===== src/rtl/memory_matrix_pkg.sv =====
// Shared definitions for the memory-matrix level sequencer: FSM state
// encoding, board LFSR tap mask, level ceiling and a popcount helper.
package memory_matrix_pkg;

    typedef enum logic [2:0] {
        ST_IDLE  = 3'd0,
        ST_GEN   = 3'd1,
        ST_SHOW  = 3'd2,
        ST_PLAY  = 3'd3,
        ST_CHECK = 3'd4,
        ST_WIN   = 3'd5,
        ST_LOSE  = 3'd6
    } state_t;

    // x^8 + x^6 + x^5 + x^4 + 1 as a Fibonacci tap mask on bits 7,5,4,3.
    localparam logic [7:0] LFSR_TAPS = 8'hB8;

    // Highest level; the board for level L carries L+2 tiles.
    localparam logic [2:0] MAX_LEVEL = 3'd5;

    function automatic logic [3:0] popcount(input logic [7:0] v);
        logic [3:0] n;
        n = 4'd0;
        for (int i = 0; i < 8; i++) begin
            n = n + {3'd0, v[i]};
        end
        return n;
    endfunction

endpackage


===== src/rtl/board_lfsr.sv =====
// 8-bit Fibonacci LFSR that generates candidate boards. The register is
// loaded with SEED on reset and steps once per cycle while en is high.
// next_value is the value the register will take on the next enabled edge,
// so the caller can test and latch a candidate in the same cycle it is made.
module board_lfsr
    import memory_matrix_pkg::*;
#(
    parameter logic [7:0] SEED = 8'hA5
) (
    input  logic       clk,
    input  logic       reset,
    input  logic       en,
    output logic [7:0] next_value
);

    logic [7:0] lfsr_q;

    assign next_value = {lfsr_q[6:0], ^(lfsr_q & LFSR_TAPS)};

    // Seed on reset, advance only while enabled.
    always_ff @(posedge clk or negedge reset) begin
        if (!reset) begin
            lfsr_q <= SEED;
        end else if (en) begin
            lfsr_q <= next_value;
        end
    end

endmodule


===== src/rtl/level_sequencer.sv =====
// Level sequencer for a memory-matrix game: generates a board, shows it,
// collects tile guesses, and tracks level, mistakes and score.
// Optional build macro LEVEL_SEQ_TIMEOUT_EN adds a PLAY inactivity timeout
// that is scored as a wrong guess.
//
// Input strobes: start, give_up and guess_valid are single-cycle pulses
// sampled on the rising edge; there is no backpressure. A strobe that
// arrives in a state that does not consume it is dropped, and give_up
// wins over a guess_valid presented in the same PLAY cycle.
module level_sequencer
    import memory_matrix_pkg::*;
#(
    parameter int         DISPLAY_CYCLES = 50000000,
    parameter int         FLASH_CYCLES   = 12500000,
    parameter int         MAX_MISTAKES   = 3,
    parameter logic [7:0] LFSR_SEED      = 8'hA5
`ifdef LEVEL_SEQ_TIMEOUT_EN
    ,
    parameter int         PLAY_TIMEOUT_CYCLES = 250000000
`endif
) (
    input  logic       clk,
    input  logic       reset,
    input  logic       start,
    input  logic       give_up,
    input  logic [7:0] guess,
    input  logic       guess_valid,
    output logic [7:0] board,
    output logic       ld_display,
    output logic       ld_play,
    output logic       ld_flash,
    output logic [2:0] level,
    output logic [3:0] mistakes,
    output logic [7:0] score,
    output logic       game_over,
    output state_t     fsm_state
);

    localparam logic [31:0] SHOW_LAST     = 32'(DISPLAY_CYCLES - 1);
    localparam logic [31:0] FLASH_LAST    = 32'(FLASH_CYCLES - 1);
    localparam logic [3:0]  MISTAKE_LIMIT = 4'(MAX_MISTAKES);
`ifdef LEVEL_SEQ_TIMEOUT_EN
    localparam logic [31:0] PLAY_LAST     = 32'(PLAY_TIMEOUT_CYCLES - 1);
`endif

    state_t      state_q, state_d;
    logic [31:0] timer_q;
    logic [7:0]  guess_q;
    logic [7:0]  guess_in;
    logic [7:0]  found_q;
    logic [7:0]  lfsr_next;

    // Control decoded from the FSM.
    logic        new_game;
    logic        ld_board;
    logic        ld_guess;
    logic        do_check;
    logic        next_level;

    // Results of judging the registered guess.
    logic        guess_hit;
    logic [7:0]  found_d;
    logic [3:0]  mistakes_d;
    logic [7:0]  score_d;
    logic [8:0]  score_sum;

    assign fsm_state = state_q;

    board_lfsr #(
        .SEED (LFSR_SEED)
    ) u_board_lfsr (
        .clk        (clk),
        .reset      (reset),
        .en         (state_q == ST_GEN),
        .next_value (lfsr_next)
    );

    // A guess hits when it touches the board and nothing outside it.
    assign guess_hit = ((guess_q & board) != 8'd0) && ((guess_q & ~board) == 8'd0);

    // Updated found/mistakes/score as they would be after this CHECK.
    always_comb begin
        found_d    = found_q;
        mistakes_d = mistakes;
        score_d    = score;
        score_sum  = {1'b0, score} + {5'd0, popcount(guess_q & ~found_q)};
        if (guess_hit) begin
            found_d = found_q | guess_q;
            score_d = score_sum[8] ? 8'hFF : score_sum[7:0];
        end else begin
            mistakes_d = mistakes + 4'd1;
        end
    end

    // Next-state and control decode.
    always_comb begin
        state_d    = state_q;
        new_game   = 1'b0;
        ld_board   = 1'b0;
        ld_guess   = 1'b0;
        guess_in   = guess;
        do_check   = 1'b0;
        next_level = 1'b0;
        case (state_q)
            ST_IDLE: begin
                if (start) begin
                    new_game = 1'b1;
                    state_d  = ST_GEN;
                end
            end
            ST_GEN: begin
                if (popcount(lfsr_next) == ({1'b0, level} + 4'd2)) begin
                    ld_board = 1'b1;
                    state_d  = ST_SHOW;
                end
            end
            ST_SHOW: begin
                if (timer_q == SHOW_LAST) begin
                    state_d = ST_PLAY;
                end
            end
            ST_PLAY: begin
                if (give_up) begin
                    state_d = ST_LOSE;
                end else if (guess_valid) begin
                    ld_guess = 1'b1;
                    state_d  = ST_CHECK;
                end
`ifdef LEVEL_SEQ_TIMEOUT_EN
                else if (timer_q == PLAY_LAST) begin
                    // An empty guess never touches the board, so CHECK scores it wrong.
                    ld_guess = 1'b1;
                    guess_in = 8'd0;
                    state_d  = ST_CHECK;
                end
`endif
            end
            ST_CHECK: begin
                do_check = 1'b1;
                if (found_d == board) begin
                    state_d = ST_WIN;
                end else if (mistakes_d == MISTAKE_LIMIT) begin
                    state_d = ST_LOSE;
                end else begin
                    state_d = ST_PLAY;
                end
            end
            ST_WIN: begin
                if (timer_q == FLASH_LAST) begin
                    next_level = 1'b1;
                    state_d    = ST_GEN;
                end
            end
            ST_LOSE: begin
                if (start) begin
                    new_game = 1'b1;
                    state_d  = ST_GEN;
                end
            end
            default: state_d = ST_IDLE;
        endcase
    end

    // State register.
    always_ff @(posedge clk or negedge reset) begin
        if (!reset) begin
            state_q <= ST_IDLE;
        end else begin
            state_q <= state_d;
        end
    end

    // Dwell timer: restarts on every state change, counts otherwise.
    always_ff @(posedge clk or negedge reset) begin
        if (!reset) begin
            timer_q <= 32'd0;
        end else if (state_d != state_q) begin
            timer_q <= 32'd0;
        end else begin
            timer_q <= timer_q + 32'd1;
        end
    end

    // Game datapath: board, guess, found tiles, level, mistakes, score.
    always_ff @(posedge clk or negedge reset) begin
        if (!reset) begin
            board    <= 8'd0;
            guess_q  <= 8'd0;
            found_q  <= 8'd0;
            level    <= 3'd0;
            mistakes <= 4'd0;
            score    <= 8'd0;
        end else begin
            if (new_game) begin
                found_q  <= 8'd0;
                level    <= 3'd0;
                mistakes <= 4'd0;
                score    <= 8'd0;
            end
            if (ld_board) begin
                board <= lfsr_next;
            end
            if (ld_guess) begin
                guess_q <= guess_in;
            end
            if (do_check) begin
                found_q  <= found_d;
                mistakes <= mistakes_d;
                score    <= score_d;
            end
            if (next_level) begin
                level    <= (level == MAX_LEVEL) ? level : level + 3'd1;
                found_q  <= 8'd0;
                mistakes <= 4'd0;
            end
        end
    end

    // Phase strobes follow the state one cycle later.
    always_ff @(posedge clk or negedge reset) begin
        if (!reset) begin
            ld_display <= 1'b0;
            ld_play    <= 1'b0;
            ld_flash   <= 1'b0;
            game_over  <= 1'b0;
        end else begin
            ld_display <= (state_q == ST_SHOW) || (state_q == ST_LOSE);
            ld_play    <= (state_q == ST_PLAY);
            ld_flash   <= (state_q == ST_WIN) || (state_q == ST_LOSE);
            game_over  <= (state_q == ST_LOSE);
        end
    end

endmodule


===== config.mk =====
export PLATFORM = sky130hd
export DESIGN_NAME = level_sequencer
export DESIGN_NICKNAME = d
export VERILOG_FILES = /design/src/rtl/memory_matrix_pkg.sv /design/src/rtl/board_lfsr.sv /design/src/rtl/level_sequencer.sv
export SDC_FILE = /design/constraint.sdc
export NUM_CORES = 1
export LEC_CHECK = 0
export ABC_AREA = 1
export BUFFER_PORTS_ARGS = -buffer_cell sky130_fd_sc_hd__clkbuf_2
export CAP_MARGIN = 20
export CORE_ASPECT_RATIO = 1.5
export CORE_MARGIN = 2
export CORE_UTILIZATION = 40
export CTS_BUF_LIST = sky130_fd_sc_hd__clkbuf_8
export DETAILED_ROUTE_END_ITERATION = 12
export HOLD_SLACK_MARGIN = 0.02
export PLACE_DENSITY = 0.55
export REMOVE_ABC_BUFFERS = 1
export SLEW_MARGIN = 20
export SYNTH_ARGS = -nofsm -noshare
export SYNTH_HDL_FRONTEND = slang
export SYNTH_HIERARCHICAL = 1
export SYNTH_SLANG_ARGS = --single-unit

===== constraint.sdc =====
create_clock -name clk -period 5.36 [get_ports clk]
set_input_delay 1.072 -clock clk [delete_from_list [all_inputs] [get_ports clk]]
set_output_delay 1.072 -clock clk [all_outputs]
set_load 0.02 [all_outputs]

Word-level counts from Yosys, hierarchy flattened
Index checks and enable logic that the tools add are counted.
Widths: inputs -> output; s select.
Word-level totals
  flip-flop bits (word level): 86
  bits in latches: 0
  memory bits (writable): 0
  ROM bits: 0
  output and inout bits: 30
  logic and storage cells: 100
  memories: 0
Cells by class
  $add $sub $neg: 19
  multipliers: 0
  div/mod/pow operators: 0
  magnitude comparators: 0
  equality and inequality tests: 15
  shift-type cells: 0
  multiplexer cells: 34
  bitwise operators: 6
  reduce and logical (&&, ||, !) cells: 13
Operators by type and width (number)
  $mux 8: 7
  $mux 3: 11
  $add 32x1->32 const B: 1
  $add 4x1->4: 8
  $eq 32x24->1 const B: 1
  $eq 32x26->1 const B: 1
  $mux 32: 1
  $and 8x8->8: 3
  $pmux 3 s6: 1
  $mux 4: 4
  $not 8->8: 2
  $eq 3x3->1 const B: 4
  $mux 1: 10
  $add 8x4->9: 1
  $add 3x1->4: 2
  $eq 8x8->1: 1
  $logic_not 8->1: 1
  $or 8x8->8: 1
  $reduce_bool 8->1: 1
  $reduce_xor 8->1: 1
  $add 2x1->3: 2
  $eq 3x2->1 const B: 2
  $add 1x1->2: 2
  $add 3x2->4 const B: 1
  other kinds (15): 18

Logic depth before layout (Yosys ltp)
  word-level depth: 13
  gate-level depth with buffers: 24
  depth with buffers taken out: 23

Hierarchy
The synthesis kept the hierarchy.
Modules (own cells, without submodules)
  level_sequencer: times used 1, cells an instance 634, area each 5151.2 µm², seq. area each 1951.9 µm²
  board_lfsr: times used 1, cells an instance 51, area each 416.6 µm², seq. area each 205.2 µm²

Worst setup path after synthesis
OpenSTA, ideal clock, no wires.
  path type: reg2reg
  start point: register u_board_lfsr.lfsr_q[5]
  end point: register timer_q[19]
  library setup time: 0.124 ns
  data arrival time: 4.409 ns
  data required time: 5.236 ns
  slack: 0.827 ns
  cell stages (with the launch flop): 22
  path buffers: 1
  clock period less this slack: 4.533 ns
  path through: dfstp_2 nor2_1 nor2_1 nand2_1 nand2_2 inv_1 fa_1 fa_1 fa_1 inv_1 ha_1 fa_1 or2_2 a221oi_1 nand3_1 nand2_1 inv_1 nand3_1 nand2_1 nand3_4 buf_6 nor3_2
On the way
  word-level cells in the longest chain between the ends: 13
Ends and longest elaborated chain
  start: declaration: RTL line board_lfsr.sv:16  | logic [7:0] lfsr_q;
  start signal: assignment: RTL line board_lfsr.sv:25  | lfsr_q <= next_value;
  $reduce_xor 8->1: RTL line board_lfsr.sv:18  | assign next_value = {lfsr_q[6:0], ^(lfsr_q & LFSR_TAPS)};
  named net lfsr_next[0]: RTL line level_sequencer.sv:51  | logic [7:0] lfsr_next;
  $add 1x1->2: RTL line memory_matrix_pkg.sv:25  | n = n + {3'd0, v[i]};
  $add 2x1->3: RTL line memory_matrix_pkg.sv:25
  $add 3x1->4: RTL line memory_matrix_pkg.sv:25
  $add 4x1->4 (4 in a row): RTL line memory_matrix_pkg.sv:25
  $eq 4x4->1: RTL line level_sequencer.sv:112  | if (popcount(lfsr_next) == ({1'b0, level} + 4'd2)) begin
  $mux 3: RTL line level_sequencer.sv:112
  $pmux 3 s6: RTL line level_sequencer.sv:104  | case (state_q)
  $ne 3x3->1: RTL line level_sequencer.sv:177  | end else if (state_d != state_q) begin
  $mux 32: RTL line level_sequencer.sv:177
  end signal: assignment: RTL line level_sequencer.sv:180  | timer_q <= timer_q + 32'd1;
  end: declaration: RTL line level_sequencer.sv:47  | logic [31:0] timer_q;
The timed path passes the listed nets, and every way through them passes these cells.
A chain may end at the register's enable or synchronous reset.

Worst setup path in the final report
  start point: register u_board_lfsr.lfsr_q[5]
  end point: register timer_q[13]
On the way
  word-level cells in the longest chain between the ends: 13
Ends and longest elaborated chain
  $reduce_xor 8->1: RTL line board_lfsr.sv:18
  named net lfsr_next[0]: RTL line level_sequencer.sv:51
  $add 1x1->2: RTL line memory_matrix_pkg.sv:25
  $add 2x1->3: RTL line memory_matrix_pkg.sv:25
  $add 3x1->4: RTL line memory_matrix_pkg.sv:25
  $add 4x1->4 (4 in a row): RTL line memory_matrix_pkg.sv:25
  $eq 4x4->1: RTL line level_sequencer.sv:112
  $mux 3: RTL line level_sequencer.sv:112
  $pmux 3 s6: RTL line level_sequencer.sv:104
  named net state_d[0]: RTL line level_sequencer.sv:46  | state_t state_q, state_d;
  $ne 3x3->1: RTL line level_sequencer.sv:177
  $mux 32: RTL line level_sequencer.sv:177
The timed path passes the listed nets, and every way through them passes these cells.

==> flow_summary.toml <==
[placement]
postPlaceCellArea_sq_um = 5850
gp_congestion = 0.890
placed_cells = 874
io_buffers = 42
dp_hpwl_um = 9840

[synth]
synth_area_sq_um = 5570
syn_inst = 685
seq_area_frac_synth = 0.387
synth_cell_types = 37
synth-edff-count = 0
yosysWarningCount = 6
synth_flop_cell = "dfrtp_1"
async_flop_share = 1.00
ys_seq_elements = 86
synth.avg_cell_area_sq_um = 8.13

[critical_path]
critPathLaunch = "u_board_lfsr/lfsr_q[5]$_DFFE_PN1P_"
cp_top_family = "adder cells"
endpoint = "timer_q[13]$_DFF_PN0_"
r2r-start = "u_board_lfsr/lfsr_q[5]$_DFFE_PN1P_"
cp-end-kind = "flop"
worst_setup_path_start_kind = "flop"
critPathKind = "flop to flop"
path_max_fanout = 9
cp.required_ns = 5.63
crit_path_top_delay_cell = "dfstp_2"
reg2reg_to = "timer_q[13]$_DFF_PN0_"
critPathBufInv = 3
cp.depth = 22
worstPathArrival_ns = 5.13
cp_slowest_stage_delay_ns = 0.56
rrSetupSlack_ns = 0.50
r2r_cells = 22
cp_cell_sequence = "nor2_1 > nor2_1 > nand2_1 > nand2_2 > inv_1 > fa_1 > fa_1 > fa_1 > inv_1 > ha_1 > fa_1 > or2_2 > a221oi_1 > nand2_1 > nand2_1 > nand2_1 > nor2_1 > nand2_2 > nand2_2 > nand3_4 > buf_4 > nor3_2"

[clock_tree]
cts_tree = "done"
root_buffer = "clkbuf_8"
postCtsSetupRepairBufs = 0
cts_sinks = 86
cts_buffer_depth = 2
ctsHoldBuffers = 0
insertion_delay_ns = 0.35
cts-htree-levels = 3
cts_inserted_buffers = 9
cts-resized-gates = 0
cts.clk_slew.worst_paths_ns = 0.08

[detailed_routing]
route.met2.wl_um = 7040
via_per_inst = 5.06
routed_wl_um = 12800
drc = 0
wl_met3_um = 325
drt_iter0_drc = 163
dr.pass1.iters = 5
wl_per_cell_um = 14.3
top_layer = "met4"
num_vias = 4505
ant_nets = 0
met1_length_um = 5100

[layout]
layout-drive-gt1-share = 0.184
fin_nets = 759
final_area_sq_um = 6050
syn_to_final_growth_pct = 8.58
final_util = 0.447
num_antenna_cells = 0
final_cell_count_no_fill = 890

[power]
p_leak_nw = 2.86
power_density_nw_per_um2 = 312
switching_share = 0.379
p_switching_w = 0.000715
seq_power_share = 0.416
p_comb_frac = 0.344
ir_drop_mv = 0.189
internal_power_w = 0.00117
clkPwrFrac = 0.239

[global_routing]
overflow = 0
grt_pass1_wl_um = 20900
grt_pass1_vias = 4464
grt_max_degree = 50
antenna_found_initial = 0
track_usage = 0.178

[sta]
fmax_mhz = 206
min_period_ns = 4.86
min_period_over_period = 0.907
finalMaxSlewViolations = 0
hold_violations = 0
tns_ns = 0
clock_skew_ns = 0.0124
worst_pin_slew_ns = 0.655
slew_headroom = 0.562
setup_viol = 0
rsz0062_at_grt = "no"

[floorplanning]
die_w_um = 100
floorplan.initialDensity = 0.411
core_sq_um = 13500
ios = 43
die_h_um = 148
num_rows = 52
die_area_sq_um = 14900

[run]
timing.max_cap.violations = 0

[status]
outcome = "finished, final reports clean"

[min_path]
holdCritPathClass = "flop to flop"
## per-layer routing
metal | GRT usage | vias to the layer above
li1 | - | 2264
met1 | 0.196 | 2153
met2 | 0.341 | 73
met3 | 0.0240 | 15
met4 | 0.0644 | 0
met5 | 0 | -
## state kept, by name (all words and copies together) (netlist names)
signal and count:
guess_q 8, level 3, timer_q 32, ld_play 1, fsm_state 3, score 8, ld_flash 1, u_board_lfsr/lfsr_q 8
mistakes 4, board 8, found_q 8, ld_display 1, game_over 1
## stage by stage
stage,total power [W],setup slack [ns],hold slack (ns)
2_1_floorplan,0.00126,0.514,0.452
3_3_place_gp,0.00145,0.567,0.466
3_5_place_dp,0.00146,0.504,0.464
4_1_cts,0.00192,0.471,0.479
5_1_grt,0.00205,0.183,0.494
6_report,0.00189,0.499,0.475
## cells in the final DEF (no fill, tap or decap), drive strengths merged
cell    synthesis  routed
nand2         160     160
nor3b           1       1
o21ai          38      38
nand3          45      45
dfstp           4       4
nor3           52      52
inv           107     110
clkinv          0       2
a21oi          19      19
fa              9       9
o22ai           2       2
a211oi          1       1
xnor2           7       7
nand4          21      21
xor2           28      28
a221oi          1       1
ha             14      14
mux2            4       4
bufinv          0       1
nand3b          1       1
o31ai           1       1
nor2           55      55
nor4            8       8
dfrtp          82      82
clkbuf          2      51
buf            18       6
or2             5       5
## how the worst min path moves through the flow
stage | start | to | depth (start not counted)
6_report | timer_q[0]$_DFF_PN0_ | timer_q[0]$_DFF_PN0_ | 1
5_1_grt | timer_q[0]$_DFF_PN0_ | timer_q[0]$_DFF_PN0_ | 1
4_1_cts | timer_q[0]$_DFF_PN0_ | timer_q[0]$_DFF_PN0_ | 1
3_3_place_gp | u_board_lfsr/lfsr_q[0]$_DFFE_PN1P_ | u_board_lfsr/lfsr_q[0]$_DFFE_PN1P_ | 2
3_5_place_dp | timer_q[0]$_DFF_PN0_ | timer_q[0]$_DFF_PN0_ | 1
2_1_floorplan | timer_q[0]$_DFF_PN0_ | timer_q[0]$_DFF_PN0_ | 1
## cells in the mapped netlist (2+ instances only)
library cell    n  area [sq um]
mux2_2          4          45.0
nand2_2        10          62.6
buf_6          10           113
nand3_1        41           205
fa_1            9           180
o22ai_1         2          12.5
xor2_1         27           236
o21ai_1         2          10.0
nor4_1          7          43.8
nor2_4          2          22.5
ha_1           14           175
a21oi_1        19          95.1
nand3_4         2          35.0
nand4_1        21           131
nand3_2         2          20.0
clkbuf_1        2          7.51
nor2_1         52           195
nand2_4         2          22.5
dfstp_2         4           105
xnor2_1         7          61.3
buf_4           8          60.1
nor3_2         33           330
dfrtp_1        82          2050
inv_2           7          26.3
nor3_1         19          95.1
o21ai_0        36           180
inv_1         100           375
nand2_1       148           556
or2_2           5          31.3
## cell type report
class | instances | area [sq um]
Timing Repair Buffer | 47 | 263
Sequential cell | 86 | 2160
Multi-Input combinational cell | 472 | 2830
Clock inverter | 6 | 55.1
Fill cell | 1385 | 7490
Clock buffer | 10 | 138
Tap cell | 162 | 203
Inverter | 107 | 402
## power groups by stage
stage | Sequential [W] | Clock, W | Combinational, W
finish | 0.000786 | 0.000451 | 0.000650
global route | 0.000793 | 0.000500 | 0.000753
CTS | 0.000785 | 0.000471 | 0.000669
detailed placement | 0.000798 | 0 | 0.000666
global placement | 0.000796 | 0 | 0.000649
floorplan | 0.000791 | 0 | 0.000467
## worst register-to-register path, stage by stage, from the launching register on
cell	delay, ns
dfstp_2	0.56
nor2_1	0.06
nor2_1	0.11
nand2_1	0.07
nand2_2	0.06
inv_1	0.06
fa_1	0.55
fa_1	0.42
fa_1	0.49
inv_1	0.04
ha_1	0.20
fa_1	0.45
or2_2	0.30
a221oi_1	0.34
nand2_1	0.08
nand2_1	0.07
nand2_1	0.05
nor2_1	0.19
nand2_2	0.09
nand2_2	0.09
nand3_4	0.15
buf_4	0.23
nor3_2	0.10
## cells by family (layout without fill, tap and decap cells)
group	count (synthesis)	count (layout)	synth area share
and+or+nand+nor	348	348	0.322
xor gates and xnor gates	35	35	0.0564
adders and majority gates	23	23	0.0638
DFF	86	86	0.387
AOI/OAI and AO/OA	62	62	0.0578
muxes	4	4	0.00809
buffers and inverters	127	170	0.104
Power figures use the tool's default switching activity.
